`config.mk`:
```
export PLATFORM = sky130hd
export DESIGN_NAME = axi_lite_led_slave
export DESIGN_NICKNAME = d
export VERILOG_FILES = /design/src/rtl/jtag_axi_pkg.sv /design/src/rtl/axi_lite_led_decode.sv /design/src/rtl/axi_lite_led_slave.sv
export SDC_FILE = /design/constraint.sdc
export NUM_CORES = 1
export LEC_CHECK = 0
export CAP_MARGIN = 10
export CORE_ASPECT_RATIO = 0.7
export CORE_UTILIZATION = 40
export CTS_CLUSTER_SIZE = 20
export DETAILED_ROUTE_END_ITERATION = 10
export GPL_TIMING_DRIVEN = 0
export PLACE_DENSITY = 0.87
export SLEW_MARGIN = 20
export SYNTH_ARGS = -nofsm -noshare
export SYNTH_HDL_FRONTEND = slang
export SYNTH_SLANG_ARGS = --single-unit
```
`constraint.sdc`:
```
create_clock -name sys_clk -period 3.6 [get_ports sys_clk]
set_clock_uncertainty 0.1 [all_clocks]
set_input_delay 0.54 -clock sys_clk [delete_from_list [all_inputs] [get_ports sys_clk]]
set_output_delay 0.54 -clock sys_clk [all_outputs]
set_load 0.005 [all_outputs]
```
`src/rtl/jtag_axi_pkg.sv`:
```
// Shared AXI4-Lite constants, LED register map and FSM state types for the
// JTAG-AXI LED slave.
package jtag_axi_pkg;

    localparam logic [1:0]  AXI_RESP_OKAY   = 2'b00;
    localparam logic [1:0]  AXI_RESP_SLVERR = 2'b10;

    localparam logic [11:0] LED_OFS = 12'h000;
    localparam logic [11:0] ID_OFS  = 12'h004;
    localparam logic [11:0] CNT_OFS = 12'h008;

    localparam logic [31:0] LED_ID_VALUE = 32'h4C454401;

    typedef enum logic { W_IDLE, W_RESP } wr_state_e;
    typedef enum logic { R_IDLE, R_DATA } rd_state_e;

    typedef struct packed {
        logic hit_led;
        logic hit_id;
        logic hit_cnt;
        logic err;
    } dec_t;

endpackage

```
`src/rtl/axi_lite_led_decode.sv`:
```
// Combinational address decoder for the LED slave's 4 KB window.
// Offset 0x8 only decodes when AXI_LED_TXN_CNT_EN is defined.
module axi_lite_led_decode
    import jtag_axi_pkg::*;
#(
    parameter int                        AXI_ADDR_WIDTH = 32,
    parameter logic [AXI_ADDR_WIDTH-1:0] BASE_ADDR      = 32'h43C00000
) (
    input  logic [AXI_ADDR_WIDTH-1:0] addr_i,
    output dec_t                      dec_o
);

    logic [AXI_ADDR_WIDTH-1:0] ofs;
    logic                      in_win;
    logic [11:0]               word_ofs;
    logic                      unused_lsb;

    // Unsigned wrap puts addresses below BASE_ADDR far outside the window.
    assign ofs        = addr_i - BASE_ADDR;
    assign in_win     = (ofs >> 12) == '0;
    assign word_ofs   = {ofs[11:2], 2'b00};
    assign unused_lsb = ^ofs[1:0];

    always_comb begin
        dec_o = '0;
        if (in_win) begin
            dec_o.hit_led = (word_ofs == LED_OFS);
            dec_o.hit_id  = (word_ofs == ID_OFS);
`ifdef AXI_LED_TXN_CNT_EN
            dec_o.hit_cnt = (word_ofs == CNT_OFS);
`endif
        end
        dec_o.err = !(dec_o.hit_led || dec_o.hit_id || dec_o.hit_cnt);
    end

endmodule

```
`src/rtl/axi_lite_led_slave.sv`:
```
// AXI4-Lite slave owning the LED output register behind the JTAG-AXI bridge.
// Define AXI_LED_TXN_CNT_EN to expose a read-only LED write counter at offset 0x8.
module axi_lite_led_slave
    import jtag_axi_pkg::*;
#(
    parameter int                        AXI_ADDR_WIDTH = 32,
    parameter int                        AXI_DATA_WIDTH = 32,
    parameter logic [AXI_ADDR_WIDTH-1:0] BASE_ADDR      = 32'h43C00000,
    parameter int                        LED_WIDTH      = 4,
    parameter logic [LED_WIDTH-1:0]      LED_RESET_VAL  = '0
) (
    input  logic                        sys_clk,
    input  logic                        sys_resetn,
    input  logic [AXI_ADDR_WIDTH-1:0]   s_axi_awaddr,
    input  logic                        s_axi_awvalid,
    output logic                        s_axi_awready,
    input  logic [AXI_DATA_WIDTH-1:0]   s_axi_wdata,
    input  logic [AXI_DATA_WIDTH/8-1:0] s_axi_wstrb,
    input  logic                        s_axi_wvalid,
    output logic                        s_axi_wready,
    output logic [1:0]                  s_axi_bresp,
    output logic                        s_axi_bvalid,
    input  logic                        s_axi_bready,
    input  logic [AXI_ADDR_WIDTH-1:0]   s_axi_araddr,
    input  logic                        s_axi_arvalid,
    output logic                        s_axi_arready,
    output logic [AXI_DATA_WIDTH-1:0]   s_axi_rdata,
    output logic [1:0]                  s_axi_rresp,
    output logic                        s_axi_rvalid,
    input  logic                        s_axi_rready,
    output logic [LED_WIDTH-1:0]        led_pins
);

    // Keeps every ready low until the first edge after reset release.
    logic                        init_q;

    wr_state_e                   wstate_q;
    logic                        aw_held_q;
    logic                        w_held_q;
    logic [AXI_ADDR_WIDTH-1:0]   awaddr_q;
    logic [AXI_DATA_WIDTH-1:0]   wdata_q;
    logic [AXI_DATA_WIDTH/8-1:0] wstrb_q;
    logic                        bvalid_q;
    logic [1:0]                  bresp_q;

    rd_state_e                   rstate_q;
    logic                        rvalid_q;
    logic [1:0]                  rresp_q;
    logic [AXI_DATA_WIDTH-1:0]   rdata_q;

    logic [LED_WIDTH-1:0]        led_q;
    logic [LED_WIDTH-1:0]        led_d;

    dec_t                        wdec;
    dec_t                        rdec;
    logic                        commit;
    logic                        wr_ok;
    logic [AXI_DATA_WIDTH-1:0]   rd_word;
    logic                        unused_ok;

    axi_lite_led_decode #(
        .AXI_ADDR_WIDTH (AXI_ADDR_WIDTH),
        .BASE_ADDR      (BASE_ADDR)
    ) u_wdec (
        .addr_i (awaddr_q),
        .dec_o  (wdec)
    );

    axi_lite_led_decode #(
        .AXI_ADDR_WIDTH (AXI_ADDR_WIDTH),
        .BASE_ADDR      (BASE_ADDR)
    ) u_rdec (
        .addr_i (s_axi_araddr),
        .dec_o  (rdec)
    );

    assign s_axi_awready = init_q && !aw_held_q && !bvalid_q;
    assign s_axi_wready  = init_q && !w_held_q && !bvalid_q;
    assign s_axi_arready = init_q && !rvalid_q;
    assign s_axi_bvalid  = bvalid_q;
    assign s_axi_bresp   = bresp_q;
    assign s_axi_rvalid  = rvalid_q;
    assign s_axi_rresp   = rresp_q;
    assign s_axi_rdata   = rdata_q;
    assign led_pins      = led_q;

    // Only the LED register is writable; ID and counter are read-only.
    assign wr_ok  = wdec.hit_led;
    assign commit = (wstate_q == W_IDLE) && aw_held_q && w_held_q;
    assign led_d  = (commit && wr_ok && wstrb_q[0]) ? wdata_q[LED_WIDTH-1:0] : led_q;

    assign unused_ok = ^{wdata_q, wstrb_q, wdec, rdec.err, rdec.hit_cnt};

    always_ff @(posedge sys_clk or negedge sys_resetn) begin
        if (!sys_resetn) begin
            init_q    <= 1'b0;
            wstate_q  <= W_IDLE;
            aw_held_q <= 1'b0;
            w_held_q  <= 1'b0;
            awaddr_q  <= '0;
            wdata_q   <= '0;
            wstrb_q   <= '0;
            bvalid_q  <= 1'b0;
            bresp_q   <= AXI_RESP_OKAY;
        end else begin
            init_q <= 1'b1;
            case (wstate_q)
                W_IDLE: begin
                    if (aw_held_q && w_held_q) begin
                        bvalid_q <= 1'b1;
                        bresp_q  <= wr_ok ? AXI_RESP_OKAY : AXI_RESP_SLVERR;
                        wstate_q <= W_RESP;
                    end else begin
                        if (s_axi_awvalid && s_axi_awready) begin
                            aw_held_q <= 1'b1;
                            awaddr_q  <= s_axi_awaddr;
                        end
                        if (s_axi_wvalid && s_axi_wready) begin
                            w_held_q <= 1'b1;
                            wdata_q  <= s_axi_wdata;
                            wstrb_q  <= s_axi_wstrb;
                        end
                    end
                end
                W_RESP: begin
                    if (s_axi_bready) begin
                        bvalid_q  <= 1'b0;
                        aw_held_q <= 1'b0;
                        w_held_q  <= 1'b0;
                        wstate_q  <= W_IDLE;
                    end
                end
                default: wstate_q <= W_IDLE;
            endcase
        end
    end

    always_ff @(posedge sys_clk or negedge sys_resetn) begin
        if (!sys_resetn) led_q <= LED_RESET_VAL;
        else             led_q <= led_d;
    end

`ifdef AXI_LED_TXN_CNT_EN
    logic [31:0] cnt_q;
    logic [31:0] cnt_d;

    // Counts every OKAY LED write, including ones whose strobe leaves the LEDs alone.
    assign cnt_d = cnt_q + ((commit && wr_ok) ? 32'd1 : 32'd0);

    always_ff @(posedge sys_clk or negedge sys_resetn) begin
        if (!sys_resetn) cnt_q <= '0;
        else             cnt_q <= cnt_d;
    end
`endif

    always_comb begin
        rd_word = '0;
        if (rdec.hit_led)     rd_word[LED_WIDTH-1:0] = led_q;
        else if (rdec.hit_id) rd_word = AXI_DATA_WIDTH'(LED_ID_VALUE);
`ifdef AXI_LED_TXN_CNT_EN
        else if (rdec.hit_cnt) rd_word = AXI_DATA_WIDTH'(cnt_q);
`endif
    end

    // rd_word samples led_q before any write committing on the same edge.
    always_ff @(posedge sys_clk or negedge sys_resetn) begin
        if (!sys_resetn) begin
            rstate_q <= R_IDLE;
            rvalid_q <= 1'b0;
            rresp_q  <= AXI_RESP_OKAY;
            rdata_q  <= '0;
        end else begin
            case (rstate_q)
                R_IDLE: begin
                    if (s_axi_arvalid && s_axi_arready) begin
                        rvalid_q <= 1'b1;
                        rdata_q  <= rd_word;
                        rresp_q  <= rdec.err ? AXI_RESP_SLVERR : AXI_RESP_OKAY;
                        rstate_q <= R_DATA;
                    end
                end
                R_DATA: begin
                    if (s_axi_rready) begin
                        rvalid_q <= 1'b0;
                        rstate_q <= R_IDLE;
                    end
                end
                default: rstate_q <= R_IDLE;
            endcase
        end
    end

endmodule

```
Yosys cells after proc, flatten, opt, wreduce, memory -nomap -nowiden:

Index checks and enable logic that the tools add are counted.

* flip-flop bits (word level): 84
* bits of input ports: 107

* add/sub/neg operators: 2
* eq/ne operators: 9
* multiplexer cells: 25
* bitwise gates (word level): 3
* reduce and logical (&&, ||, !) cells: 30

Operator list (count)
* logical NOT 32 bit: 2
* subtractor 32 x 31 -> 32 bit, second input constant: 2
* two-way mux 31 bit: 1
* two-way mux 28 bit: 1
* logical NOT 12 bit: 2
* == test 10 x 1 -> 1 bit, second input constant: 2
* logical AND 1 bit: 13
* two-way mux 1 bit: 12
* one-hot mux 1 bit (2 select lines): 6
* AND reduction 3 bit: 4
* two-way mux 2 bit: 4
* inequality test 2 bit, second input constant: 4
* AND reduction 2 bit: 4
* inequality test 2 x 1 -> 1 bit, second input constant: 3
* logical NOT 1 bit: 4
* two-way mux 4 bit: 1
* inverter 1 bit: 3
* logical OR 1 bit: 1

Logic depth before layout (Yosys ltp):

Gate-level depths: netlist (run 1).

* word-level depth: 7
* gate-level depth with buffers: 5

Hierarchy:

A second synthesis (run 1) with hierarchy kept.

* cell total of the unflattened synthesis: 207
* area, all modules: 2692.6 µm²

Modules (own cells, without submodules)
* axi_lite_led_slave: instances 1, cells an instance 173, area an instance 2447.3 µm²
* axi_lite_led_decode: instances 2, cells an instance 17, area an instance 122.6 µm²

Worst setup path before layout (run 1):

No wires, ideal clock.

* path type: input to register
* start: in s_axi_araddr[18]
* end: reg rresp_q[1] (netlist: s_axi_rresp[1])
* library setup time: 0.125 ns
* data arrival time: 1.671 ns
* setup slack: 1.704 ns
* stages: 5
* buffers on the path: 1
* cell sequence: nor4b_1 -> nand4_1 -> or3_1 -> clkbuf_1 -> mux2_2

* longest elaborated chain between the ends: 5

RTL lines
* from (decl): RTL line axi_lite_led_slave.sv:24 `input logic [AXI_ADDR_WIDTH-1:0] s_axi_araddr,`
* subtractor 32 x 31 -> 32 bit: RTL line axi_lite_led_decode.sv:19 `assign ofs = addr_i - BASE_ADDR;`
* logical NOT 32 bit: RTL line axi_lite_led_decode.sv:20 `assign in_win = (ofs >> 12) == '0;`
* two-way mux 2 bit: RTL line axi_lite_led_decode.sv:26 `if (in_win) begin`
* logical OR 1 bit: RTL line axi_lite_led_decode.sv:33 `dec_o.err = !(dec_o.hit_led || dec_o.hit_id || dec_o.hit_cnt);`
* two-way mux 2 bit: RTL line axi_lite_led_slave.sv:178 `rresp_q <= rdec.err ? AXI_RESP_SLVERR : AXI_RESP_OKAY;`
* to (signal assigned): RTL line axi_lite_led_slave.sv:178
* to (decl): RTL line axi_lite_led_slave.sv:48 `logic [1:0] rresp_q;`

No other way between the ends.
A chain may end at the register's enable or synchronous reset.

Worst setup path after layout (run 1):

Ends and elaborated chain as after synthesis.

==> run metrics, run 1 <==
CTS tree built; Clk Latency, worst-skew pair 290 ps; Slew Viols, Final 0; Internal Power 0.00131 W; largest net degree at the start of global routing 54; 1st-iter DRT viols 66; vias post-DR 1773; initial antenna violation count 0; hold slack 164 ps; Pleak 1.59 nW; placed cell area 0.00352 mm^2; IO Pins 152; layout cells sized above 1 24.5%; maximum vdd drop 316 uV; Via density 4.56; PD cells 499 mW/mm^2; vias in the first global route 1751; Die Span X 94.8 um; most frequent cells in the layout clkdlybuf4s50_1, dfrtp_1, mux2_2, buf_4, conb_1; register-to-register path setup slack 1720 ps; Crit Path Class input port to register; detailed placement HPWL 4300 um; Max Clock Freq 456 MHz; Period minus WS final 2190 ps; RSZ-0062 raised after global routing false; postcts setup bufs 0; worst r2r src awaddr_q[20]; first-pass GRT wire length 8610 um; fin area 0.00360 mm^2; Hold Crit Class input port to async pin; Post-Syn Area per Cell 12.6 um^2; Setup TNS 0 ps; P_sw 0.000492 W; Worst setup EP type register; Initial Util 41.9%; part of the power in registers 53.2%; Inserted Diodes 0; Syn-to-layout area delta 49.4%; critical path required time 3690 ps; total gr overflow 0; Sw Ratio 27.4%; Reg clk slew, reported paths 90 ps; register area share after synthesis 55.0%; critical path peak fanout 6; largest cells by area after synthesis dfrtp_1, mux2_2, buf_4; #FFs+latches synth 53; most common cell after layout, fill and taps aside clkdlybuf4s50_1; Post-Syn Area 0.00241 mm^2; CTS resizes 0; outcome complete, no violations; Synth top area share 55.0%; total CTS buffers 5; CP arrival 2280 ps; clock tree buffer depth 2; cell taking the most area after synthesis dfrtp_1; drt first pass iters 4; die footprint 0.00634 mm^2; CTS sink count 53; Synth cell types 28; htree depth 2; clock root buffer clkbuf_8; row count 23; Startpoint Class input port; Hold Buf Count CTS 0; number of fillers in the final layout 481; Detailed Route WL 5370 um; Port Buf Inserts 94; gpl congestion 0.802; Worst Max-Slew Pin Slew 658 ps; fin cells 389; Hold Vio Cnt, Final 0; Core Footprint 0.00576 mm^2; Placed Instances 381; detail-routed net length per standard cell 13.8 um; clock network power share 17.6%; cell count after synthesis 191; max_cap viols 0; Logic pwr share 29.2%; Final nets 420; R2R Path End led_pins[2]; # DRC 0; Final ANT Viol Nets 0; Synth Warn # 0; die height 66.9 um; final worst path period share 60.9%; GRT Total Usage 18.4%; reg2reg path depth 4; Final setup viols 0; relative slew slack 56.1%
==> metal layers <==
metal	part of all wire [%]	vias up	global-route usage, %	wire (um)
li1	-	856	-	-
met1	45	851	24.8	2430
met2	48	57	29.3	2580
met3	5.2	9	4.11	280
met4	1.5	0	5.87	79
met5	0	-	0	0
==> worst max-delay path, cell delays in order <==
cell and delay, ps:
clkdlybuf4s50_1 400, nor4b_1 330, nand4_1 170, or3_1 380, clkbuf_1 180, mux2_2 290
==> kinds of logic (layout without fill, tap and decap cells) <==
logic type             after synthesis  after routing  synth area share [%]
DFF                                 53             53                  55.0
muxes                               40             40                  18.7
and+or+nand+nor                     50             50                  13.0
other                                2             23                 0.312
AOI/OAI and AO/OA                   10             10                  2.70
buffers and inverters               36            138                  10.3
==> stage by stage <==
| step | power [W] | setup WS (ps) | util (%) |
|---|---|---|---|
| 6_report | 0.00180 | 1410 | 62.6 |
| 5_1_grt | 0.00192 | 1210 | 62.6 |
| 4_1_cts | 0.00182 | 1420 | 62.6 |
| 3_5_place_dp | 0.00150 | 1110 | 61.2 |
| 3_3_place_gp | 0.00147 | 376 | 61.2 |
| 2_1_floorplan | 0.00127 | 1700 | - |
==> power by group through the flow <==
stage	combinational, W	clock, W	sequential [W]
after floorplan	0.000340	0	0.000932
after global placement	0.000510	0	0.000957
after detailed placement	0.000533	0	0.000969
after CTS	0.000534	0.000326	0.000958
after global routing	0.000580	0.000347	0.000992
final	0.000526	0.000316	0.000956
==> synth_stat cells <==
master	count
a21oi_1	1
and3_1	2
and4_1	1
buf_2	3
buf_4	29
clkbuf_1	2
conb_1	2
dfrtp_1	53
inv_1	2
mux2_1	6
mux2_2	34
nand2_1	15
nand2b_1	1
nand3_1	4
nand3b_1	1
nand4_1	3
nand4_4	1
nor2_1	6
nor2b_1	1
nor3_1	1
nor3_4	2
nor4_1	5
nor4b_1	4
o21a_1	2
o21ai_0	3
o31ai_1	4
or3_1	1
or4_4	2
==> state kept, by name, summed over array words and instances, names as in the netlist, 4 cells and up <==
| register | count |
|---|---|
| wdata_q | 4 |
| awaddr_q | 30 |
| s_axi_rdata | 5 |
| led_pins | 4 |
==> worst max path at each step <==
stage | from | endpoint | slack, ps | cells after the start
global placement | sys_resetn | awaddr_q[10] | 380 | 1
floorplan | s_axi_araddr[18] | s_axi_rresp[1] | 1700 | 5
global route | s_axi_araddr[22] | s_axi_rresp[1] | 1210 | 6
detailed placement | s_axi_araddr[18] | s_axi_rresp[1] | 1110 | 6
CTS | s_axi_bvalid | s_axi_awready | 1420 | 3
finish | s_axi_araddr[18] | s_axi_rresp[1] | 1410 | 6
==> area by class of cell <==
cell class	count	area (um^2)	area share, %
Clock buffer	8	80.1	2.22
Multi-Input combinational cell	123	915	25.4
Buffer	34	240	6.67
Sequential cell	53	1330	36.8
Inverter	2	7.51	0.208
Timing Repair Buffer	94	938	26.1
Tap cell	75	93.8	2.61
Power figures use the tool's default switching activity.
==> run 2: changes to the inputs <==
--- a/config.mk
+++ b/config.mk
@@ -7,11 +7,11 @@
 export LEC_CHECK = 0
 export CAP_MARGIN = 10
 export CORE_ASPECT_RATIO = 0.7
-export CORE_UTILIZATION = 40
+export CORE_UTILIZATION = 33
 export CTS_CLUSTER_SIZE = 20
 export DETAILED_ROUTE_END_ITERATION = 10
 export GPL_TIMING_DRIVEN = 0
-export PLACE_DENSITY = 0.87
+export PLACE_DENSITY = 0.76
 export SLEW_MARGIN = 20
 export SYNTH_ARGS = -nofsm -noshare
 export SYNTH_HDL_FRONTEND = slang
==> constraint.sdc (replaced) <==
create_clock -name sys_clk -period 1.8 [get_ports sys_clk]
set_clock_uncertainty 0.1 [all_clocks]
set_input_delay 0.27 -clock sys_clk [delete_from_list [all_inputs] [get_ports sys_clk]]
set_output_delay 0.27 -clock sys_clk [all_outputs]
set_load 0.005 [all_outputs]
==> run metrics, run 2 (synthesis gave the netlist of run 1 again) <==
Initial Util 34.9% (was 41.9%); clock root buffer clkbuf_8 (unchanged); Crit Path Class register to register (was input port to register); IO Pins 152 (unchanged); final worst setup slack -119 ps (was 1410 ps); Final ANT Viol Nets 0 (unchanged); die height 73.5 um (was 66.9 um); Detailed Route WL 5760 um (was 5370 um); Placed Instances 400 (was 381); initial antenna violation count 0 (unchanged); crit-path cells or4_4 -> nor3_4 -> nand4_4 -> mux2_1 (was clkdlybuf4s50_1 -> nor4b_1 -> nand4_1 -> or3_1 -> clkbuf_1 -> mux2_2); CTS tree built (unchanged); number of fillers in the final layout 617 (was 481); most common cell after layout, fill and taps aside clkdlybuf4s50_1 (unchanged); Worst Max-Slew Pin Slew 682 ps (was 658 ps); first-pass GRT wire length 9210 um (was 8610 um); Period minus WS final 1920 ps; area of the multi-input gates 952 um^2 (was 915 um^2); Worst setup EP type register (unchanged); die footprint 0.00765 mm^2 (was 0.00634 mm^2); Final nets 424 (was 420); outcome complete, but fails checks (was complete, no violations); 1st-iter DRT viols 61 (was 66); # DRC 0 (unchanged); htree depth 2 (unchanged); Largest Register awaddr_q (unchanged); vias post-DR 1795 (was 1773); maximum vdd drop 497 uV (was 316 uV); placed cell area 0.00354 mm^2 (was 0.00352 mm^2); critical path peak fanout 4 (was 6); RSZ-0062 raised after global routing true (was false); Worst Path Buf+Inv 0 (was 2); most frequent cells in the layout clkdlybuf4s50_1, dfrtp_1, buf_4, mux2_2, conb_1 (was clkdlybuf4s50_1, dfrtp_1, mux2_2, buf_4, conb_1); failing checks negative setup slack; fin cells 412 (was 389); register-to-register path setup slack -120 ps (was 1720 ps); Hold Crit Class register to register (was input port to async pin); row count 25 (was 23); vias in the first global route 1884 (was 1751); CP arrival 2010 ps (was 2280 ps); Setup TNS -452 ps (was 0 ps); critical path required time 1890 ps (was 3690 ps); drt first pass iters 4 (unchanged); largest net degree at the start of global routing 54 (unchanged); max reg flops 30 (unchanged); Die Span X 104 um (was 94.8 um); CP top delay family simple AND/OR/NAND/NOR gates (unchanged); gpl congestion 0.769 (was 0.802); Hold Vio Cnt, Final 0 (unchanged); final worst path period share 107%; Inserted Diodes 0 (unchanged); max_cap viols 0 (unchanged); power after layout 0.00363 W (was 0.00180 W); Startpoint Class register (was input port); Pleak 1.65 nW (was 1.59 nW); FF/Latch Area 0.00133 mm^2 (about the same); DP Worst Slack -449 ps (was 1110 ps); Max Clock Freq 521 MHz; PD cells 983 mW/mm^2 (was 499 mW/mm^2); total gr overflow 0 (unchanged); layout cells sized above 1 29.6% (was 24.5%); Clk Latency, worst-skew pair 300 ps (was 290 ps); relative slew slack 54.5% (was 56.1%); detailed placement HPWL 4490 um (was 4300 um); fin area 0.00369 mm^2 (was 0.00360 mm^2); Final setup viols 5 (was 0); Syn-to-layout area delta 53.3% (was 49.4%); Slowest-stage cell, CP or4_4 (was clkdlybuf4s50_1); Slew Viols, Final 0 (unchanged); Port Buf Inserts 94 (unchanged); Via density 4.36 (was 4.56); Core Footprint 0.00691 mm^2 (was 0.00576 mm^2); total CTS buffers 5 (unchanged); Slowest Stage Delay on Critical Path 550 ps (was 400 ps); clock tree buffer depth 2 (unchanged); CTS sink count 53 (unchanged); detail-routed net length per standard cell 14.0 um (was 13.8 um); Reg clk slew, reported paths 100 ps (was 90 ps); GRT Total Usage 15.7% (was 18.4%)
run 2: cell types whose count changed in the layout (fill, tap and decap cells not counted), sizes merged:
cell and delta:
buf +6, clkdlybuf4s50 -4, clkbuf -3, clkinv +2
dlygate4sd2 +2, dlygate4sd3 +1
run 2: path summary, 6_finish.rpt:
check	start	end	cells past startpoint
max in group asynchronous	sys_resetn	s_axi_rdata[27]	2
setup / recovery	awaddr_q[20]	led_pins[1]	4
min in group asynchronous	sys_resetn	awaddr_q[22]	2
setup reg to reg	awaddr_q[20]	led_pins[1]	4
hold / removal	rstate_q	s_axi_rvalid	1
hold reg to reg	rstate_q	s_axi_rvalid	1
run 2: cell type report:
| cell class | count | area share, % |
|---|---|---|
| Clock buffer | 6 | 1.96 |
| Inverter | 2 | 0.203 |
| Multi-Input combinational cell | 123 | 25.8 |
| Clock inverter | 2 | 0.271 |
| Tap cell | 94 | 3.18 |
| Sequential cell | 53 | 35.9 |
| Buffer | 33 | 6.40 |
| Timing Repair Buffer | 99 | 26.3 |
run 2: repair_timing:
action,CTS,global route
hold buffers,1,0
setup buffers,1,3
hold endpoints to repair,53,0
pin swaps,0,3
resized for setup,10,5
setup endpoints to repair,20,14
run 2: metrics by stage:
| step | hold slack, ps | util (%) |
|---|---|---|
| after CTS | 351 | 53.1 |
| after global routing | 372 | 53.4 |
| after floorplan | -126 | - |
| final | 352 | 53.4 |
| after detailed placement | 262 | 51.3 |
| after global placement | 327 | 51.3 |
run 2: layer usage:
layer	routed length (um)	part of all wire (%)	GRT usage [%]
met1	2750	48	21.7
met2	2670	46	24.7
met3	303	5.3	4.53
met4	35	0.61	3.02
met5	0	0	0
run 2: where the power goes:
group          switching (W)  total [W]  internal [W]
Sequential          0.000266    0.00192       0.00165
Clock               0.000375   0.000646      0.000271
Combinational       0.000378    0.00107      0.000690
Total                0.00102    0.00363       0.00261
